$ cat config.mk
export PLATFORM = sky130hd
export DESIGN_NAME = fifo_rr_scheduler
export DESIGN_NICKNAME = d
export VERILOG_FILES = /design/src/rtl/fifo_rr_scheduler.sv
export SDC_FILE = /design/constraint.sdc
export NUM_CORES = 1
export LEC_CHECK = 0
export ABC_CLOCK_PERIOD_IN_PS = 2400
export CAP_MARGIN = 20
export CORE_ASPECT_RATIO = 1.2
export CORE_MARGIN = 5
export CORE_UTILIZATION = 43
export DETAILED_ROUTE_END_ITERATION = 12
export GPL_ROUTABILITY_DRIVEN = 1
export PLACE_DENSITY = 0.73
export SKIP_CTS_REPAIR_TIMING = 1
export SYNTH_ARGS = -nofsm -noshare
export SYNTH_HDL_FRONTEND = slang
export SYNTH_SLANG_ARGS = --single-unit
$ cat constraint.sdc
create_clock -name clk -period 2.4 [get_ports clk]
set_input_delay 0.48 -clock clk [delete_from_list [all_inputs] [get_ports clk]]
set_output_delay 0.48 -clock clk [all_outputs]
set_load 0.1 [all_outputs]
$ cat src/rtl/fifo_rr_scheduler.sv
// Round-robin read scheduler: drains NUM_CH synchronous FIFOs into a single
// valid/ready stream and tags each word with its source channel. FIFO reads
// have one cycle of registered latency. A 2-entry skid buffer plus an
// inflight flag absorbs that latency without ever overflowing.
module fifo_rr_scheduler #(
   parameter int DATA_W    = 8,
   parameter int NUM_CH    = 4,
   parameter int CH_W      = 2,
   parameter int MAX_BURST = 4
) (
   input  logic                     clk,
   input  logic                     reset,
   input  logic                     enable,
   input  logic [NUM_CH-1:0]        fifo_is_empty,
   output logic [NUM_CH-1:0]        fifo_read_en,
   input  logic [NUM_CH*DATA_W-1:0] fifo_data,
   output logic [DATA_W-1:0]        out_data,
   output logic [CH_W-1:0]          out_ch,
   output logic                     out_valid,
   input  logic                     out_ready
);

   typedef enum logic {S_IDLE, S_BURST} state_t;

   localparam logic [7:0]      MAX_B8   = 8'(MAX_BURST);
   localparam logic [CH_W-1:0] LAST_CH0 = CH_W'(NUM_CH - 1);

   // arbitration state
   state_t            state_q, state_d;
   logic [CH_W-1:0]   cur_ch_q, cur_ch_d;
   logic [CH_W-1:0]   last_ch_q, last_ch_d;
   logic [7:0]        burst_cnt_q, burst_cnt_d;

   // output buffer state
   logic [1:0]        occ_q, occ_d;
   logic              inflight_q, inflight_d;
   logic [CH_W-1:0]   infl_ch_q, infl_ch_d;
   logic [DATA_W-1:0] buf_data_q [2];
   logic [DATA_W-1:0] buf_data_d [2];
   logic [CH_W-1:0]   buf_ch_q [2];
   logic [CH_W-1:0]   buf_ch_d [2];

   logic              pop, push, space;
   logic              rd_go;
   logic [CH_W-1:0]   rd_ch;
   logic              cand_vld;
   logic [CH_W-1:0]   cand_ch;
   logic [DATA_W-1:0] cap_data;
   logic [1:0]        wr_pos;

   // (base + k) mod NUM_CH, also correct when NUM_CH is not a power of two
   function automatic logic [CH_W-1:0] ch_add(input logic [CH_W-1:0] base, input int k);
      int s;
      s = (int'(base) + k) % NUM_CH;
      return CH_W'(s);
   endfunction

   assign pop       = (occ_q != 2'd0) && out_ready;
   assign push      = inflight_q;
   assign out_valid = (occ_q != 2'd0);
   assign out_data  = buf_data_q[0];
   assign out_ch    = buf_ch_q[0];

   // a read is allowed only if the word it produces is guaranteed a buffer slot
   always_comb begin
      space = ({1'b0, occ_q} + {2'b0, inflight_q}) < (3'd2 + {2'b0, pop});
   end

   // cyclic search starting just after the last granted channel; walking k
   // downwards lets the nearest nonempty channel win
   always_comb begin
      cand_vld = 1'b0;
      cand_ch  = '0;
      for (int k = NUM_CH; k >= 1; k--) begin
         if (!fifo_is_empty[ch_add(last_ch_q, k)]) begin
            cand_vld = 1'b1;
            cand_ch  = ch_add(last_ch_q, k);
         end
      end
   end

   // grant / burst control; the read strobe is combinational, so it is
   // gated off while reset is high to avoid popping words that would be lost
   always_comb begin
      state_d     = state_q;
      cur_ch_d    = cur_ch_q;
      last_ch_d   = last_ch_q;
      burst_cnt_d = burst_cnt_q;
      rd_go       = 1'b0;
      rd_ch       = cur_ch_q;
      case (state_q)
         S_IDLE: begin
            if (enable && cand_vld && space) begin
               rd_go       = 1'b1;
               rd_ch       = cand_ch;
               cur_ch_d    = cand_ch;
               last_ch_d   = cand_ch;
               burst_cnt_d = 8'd1;
               state_d     = S_BURST;
            end
         end
         S_BURST: begin
            if (enable && !fifo_is_empty[cur_ch_q] && (burst_cnt_q < MAX_B8)) begin
               // a stall caused only by lack of space keeps the burst alive
               if (space) begin
                  rd_go       = 1'b1;
                  burst_cnt_d = burst_cnt_q + 8'd1;
               end
            end else begin
               state_d = S_IDLE;
            end
         end
         default: state_d = S_IDLE;
      endcase
      if (reset) rd_go = 1'b0;
   end

   // one-hot read strobe
   always_comb begin
      fifo_read_en = rd_go ? (NUM_CH'(1) << rd_ch) : '0;
   end

   // select the slice of the channel whose read was issued last cycle
   always_comb begin
      cap_data = '0;
      for (int i = 0; i < NUM_CH; i++) begin
         if (infl_ch_q == CH_W'(i)) cap_data = fifo_data[i*DATA_W +: DATA_W];
      end
   end

   // output buffer: head always in slot 0, pop shifts, capture goes to the
   // first free slot after the pop
   always_comb begin
      buf_data_d = buf_data_q;
      buf_ch_d   = buf_ch_q;
      if (pop) begin
         buf_data_d[0] = buf_data_q[1];
         buf_ch_d[0]   = buf_ch_q[1];
      end
      wr_pos = occ_q - {1'b0, pop};
      if (push) begin
         if (wr_pos == 2'd0) begin
            buf_data_d[0] = cap_data;
            buf_ch_d[0]   = infl_ch_q;
         end else begin
            buf_data_d[1] = cap_data;
            buf_ch_d[1]   = infl_ch_q;
         end
      end
      occ_d      = occ_q + {1'b0, push} - {1'b0, pop};
      inflight_d = rd_go;
      infl_ch_d  = rd_ch;
   end

   // arbitration registers
   always_ff @(posedge clk) begin
      if (reset) begin
         state_q     <= S_IDLE;
         cur_ch_q    <= '0;
         last_ch_q   <= LAST_CH0;
         burst_cnt_q <= '0;
      end else begin
         state_q     <= state_d;
         cur_ch_q    <= cur_ch_d;
         last_ch_q   <= last_ch_d;
         burst_cnt_q <= burst_cnt_d;
      end
   end

   // buffer registers; reset discards buffered and inflight words
   always_ff @(posedge clk) begin
      if (reset) begin
         occ_q      <= '0;
         inflight_q <= 1'b0;
         infl_ch_q  <= '0;
         buf_data_q <= '{default: '0};
         buf_ch_q   <= '{default: '0};
      end else begin
         occ_q      <= occ_d;
         inflight_q <= inflight_d;
         infl_ch_q  <= infl_ch_d;
         buf_data_q <= buf_data_d;
         buf_ch_q   <= buf_ch_d;
      end
   end

endmodule

==> metrics.cfg <==
[synthesis]
synth_area_sq_um = 1910
synthDistinctLibCells = 40
synthCells = 189
yosysSeqAreaShare_pct = 37.7
syn_area_per_cell_sq_um = 10.1
syn-num-nets = 234
ys_ff_latch = 36
yosys_warnings = 0

[finish]
syn_to_final_growth_pct = 47.4
num-fill-cells = 358
layout-drive-gt1-share_pct = 30.5
fin_cells = 312
final_cell_mix = 34 x dfxtp_1, 34 x clkdlybuf4s50_1, 34 x buf_4
seq_area_sq_um = 723
fin_area_sq_um = 2820
multiInputGateArea_sq_um = 1140
final_core_util_pct = 65.6
diodes = 0
final_nets = 300

[sta]
final.min_clock_period_ns = 2.83
maxSlewHeadroom_pct = 57.5
fin_worst_skew_ns = 0.00264
finalSetupViolCount = 4
worst_slack_ns = -0.434
worstMarginPinSlew_ns = 0.636
max_freq_ghz = 0.353
rsz0062_at_grt = yes
fin_crit_sh_pct = 118
hold_violations = 0
drv_slew = 0
fin_tns_setup_ns = -1.68
holdWs_ns = 0.461

[setup_path]
worstPathRequired_ns = 1.92
critPathArrivalTime_ns = 2.35
crit_top_cell = ha_4
path_cells = ha_4 > ha_4 > o21a_4 > or4_4 > a21boi_4 > and4bb_4 > buf_12
cp_max_fo = 5
worstSetupEndpointType = output port
critPathMaxStageDelay_ns = 0.54
start_kind = flip-flop
slowest_stage = or4_4
crit_type = flip-flop to output port

[status]
status = finished with violations
violations = negative setup slack

[cts]
cts_sinks = 36
clkTransAtPathRegs_ns = 0.07
cts_max_path_buffers = 2
cts_buffers = 5
clockRootBuffer = clkbuf_8
cts_tree = built
clk_latency_ns = 0.29
htree_levels = 2

[detailed_routing]
drtIter0Drc = 57
wl_um = 4530
wl_per_cell_um = 14.5
drtAntennaViolNets = 0
num_vias = 1610
drc_errors = 0
vias_per_cell = 5.16
firstDrtPassIters = 4

[global_route]
grt_pass1_vias = 1644
track_usage_pct = 15.6
grt_max_degree = 33
overflow = 0
antenna_found_initial = 0
grt_pass1_wl_um = 7390

[floorplanning]
ioPinCount = 55
rows = 26
start_util_pct = 44.5
dieArea_sq_um = 5890
die_height_um = 83.0
core_region_area_sq_um = 4290
die_w_um = 70.9

[power]
total_power_mw = 2.62
leakage_nw = 1.30
power_density_nw_per_um2 = 931
ir_drop_v = 0.000529

[placed_design]
dpl.cell_count = 303
io_buffers = 54
dp_slack_ns = -0.622
placed_area_sq_um = 2680
gp_congestion = 0.736
dp.final_hpwl_um = 3400

[hold_path]
hold_path_class = flip-flop to flip-flop

[flow_run]
maxCapViolations = 0

-- where the power goes --
| group | switching (mW) | total (mW) | leakage [nW] | internal [mW] |
|---|---|---|---|---|
| sequential | 0.0710 | 0.769 | 0.294 | 0.698 |
| clock | 0.216 | 0.449 | 0.0445 | 0.233 |
| combinational | 0.844 | 1.41 | 0.959 | 0.561 |
| total | 1.13 | 2.62 | 1.30 | 1.49 |
-- worst max-delay path, delay by kind of cell (launching register included) --
kind,cells,cell delay [ns]
buffers and inverters,1,0.17
adder cells (fa/ha/maj),2,0.40
AO/OA/AOI/OAI,2,0.30
flip-flops,1,0.34
AND/OR/NAND/NOR,2,0.86
-- logic make-up (layout without fill, tap and decap cells) --
family	Yosys count	after routing	synth area share, %
XOR/XNOR	2	2	0.916
adder cells (fa/ha/maj)	5	5	3.27
multiplexers	30	30	21.6
flip-flops	36	36	37.7
buffers and inverters	27	94	7.53
AND/OR/NAND/NOR	61	61	17.3
AO/OA/AOI/OAI	28	28	11.7
-- registers in the layout (all words and copies together) (netlist names) --
signal	flops
state_q	1
burst_cnt_q	8
last_ch_q	2
infl_ch_q	2
occ_q	2
buf_data_q	8
buf_ch_q	2
inflight_q	1
out_data	8
out_ch	2
-- worst paths after layout --
path                                startpoint              end  slack, ns  depth (start not counted)
worst min-delay path            burst_cnt_q[6]   burst_cnt_q[6]       0.46                          1
worst max register to register        occ_q[0]         occ_q[1]       0.49                         10
worst max-delay path                  occ_q[0]  fifo_read_en[3]      -0.43                          7
worst min register to register  burst_cnt_q[6]   burst_cnt_q[6]       0.46                          1
-- metal layers --
metal  vias to the layer above  part of all wire, %  global-route usage [%]
met1                       766                   41                    17.0
met2                        42                   51                    27.6
met3                         5                  6.5                    5.43
met5                         -                    0                       0
li1                        797                    -                       -
met4                         0                  1.5                    5.13
-- synthesized netlist by cell type --
| library cell | n | share of area (%) |
|---|---|---|
| or2_2 | 2 | 0.65 |
| dfxtp_1 | 36 | 38 |
| or3_1 | 1 | 0.33 |
| o211a_1 | 1 | 0.52 |
| a21boi_4 | 1 | 0.98 |
| buf_2 | 4 | 1.0 |
| a211oi_1 | 11 | 4.3 |
| buf_1 | 1 | 0.20 |
| clkbuf_1 | 5 | 0.98 |
| ha_1 | 5 | 3.3 |
| nor3b_1 | 2 | 0.79 |
| a211oi_2 | 1 | 0.65 |
| o21a_4 | 1 | 0.79 |
| o21ai_0 | 3 | 0.79 |
| nor3_1 | 5 | 1.3 |
| nand3b_4 | 1 | 1.0 |
| nand2b_1 | 3 | 0.98 |
| nor4_1 | 1 | 0.33 |
| mux4_2 | 9 | 11 |
| nor2b_1 | 3 | 0.98 |
| nor2_1 | 27 | 5.3 |
| mux2i_1 | 21 | 11 |
| o21ai_2 | 1 | 0.46 |
| nor4b_1 | 1 | 0.46 |
| a221o_1 | 1 | 0.52 |
| xnor2_1 | 1 | 0.46 |
| o21bai_1 | 1 | 0.39 |
| and2_1 | 6 | 2.0 |
| nor3_2 | 1 | 0.52 |
| and4b_1 | 1 | 0.52 |
| or4_1 | 1 | 0.39 |
| inv_1 | 7 | 1.4 |
| and4bb_1 | 1 | 0.65 |
| nand3_1 | 1 | 0.26 |
| nand2_1 | 4 | 0.79 |
| xor2_1 | 1 | 0.46 |
| buf_4 | 10 | 3.9 |
| a41o_1 | 1 | 0.52 |
| a2bb2oi_1 | 1 | 0.46 |
| a21oi_1 | 5 | 1.3 |
-- layout make-up --
class / count / area share, %
multi-input cells: 126 / 40.6
inverters: 7 / 0.933
clock inverters: 1 / 0.266
flip-flops and latches: 36 / 25.7
clock buffers: 7 / 3.06
well taps: 56 / 2.49
repair buffers: 79 / 27.0
Note: power is estimated with default switching activity, not from simulation.
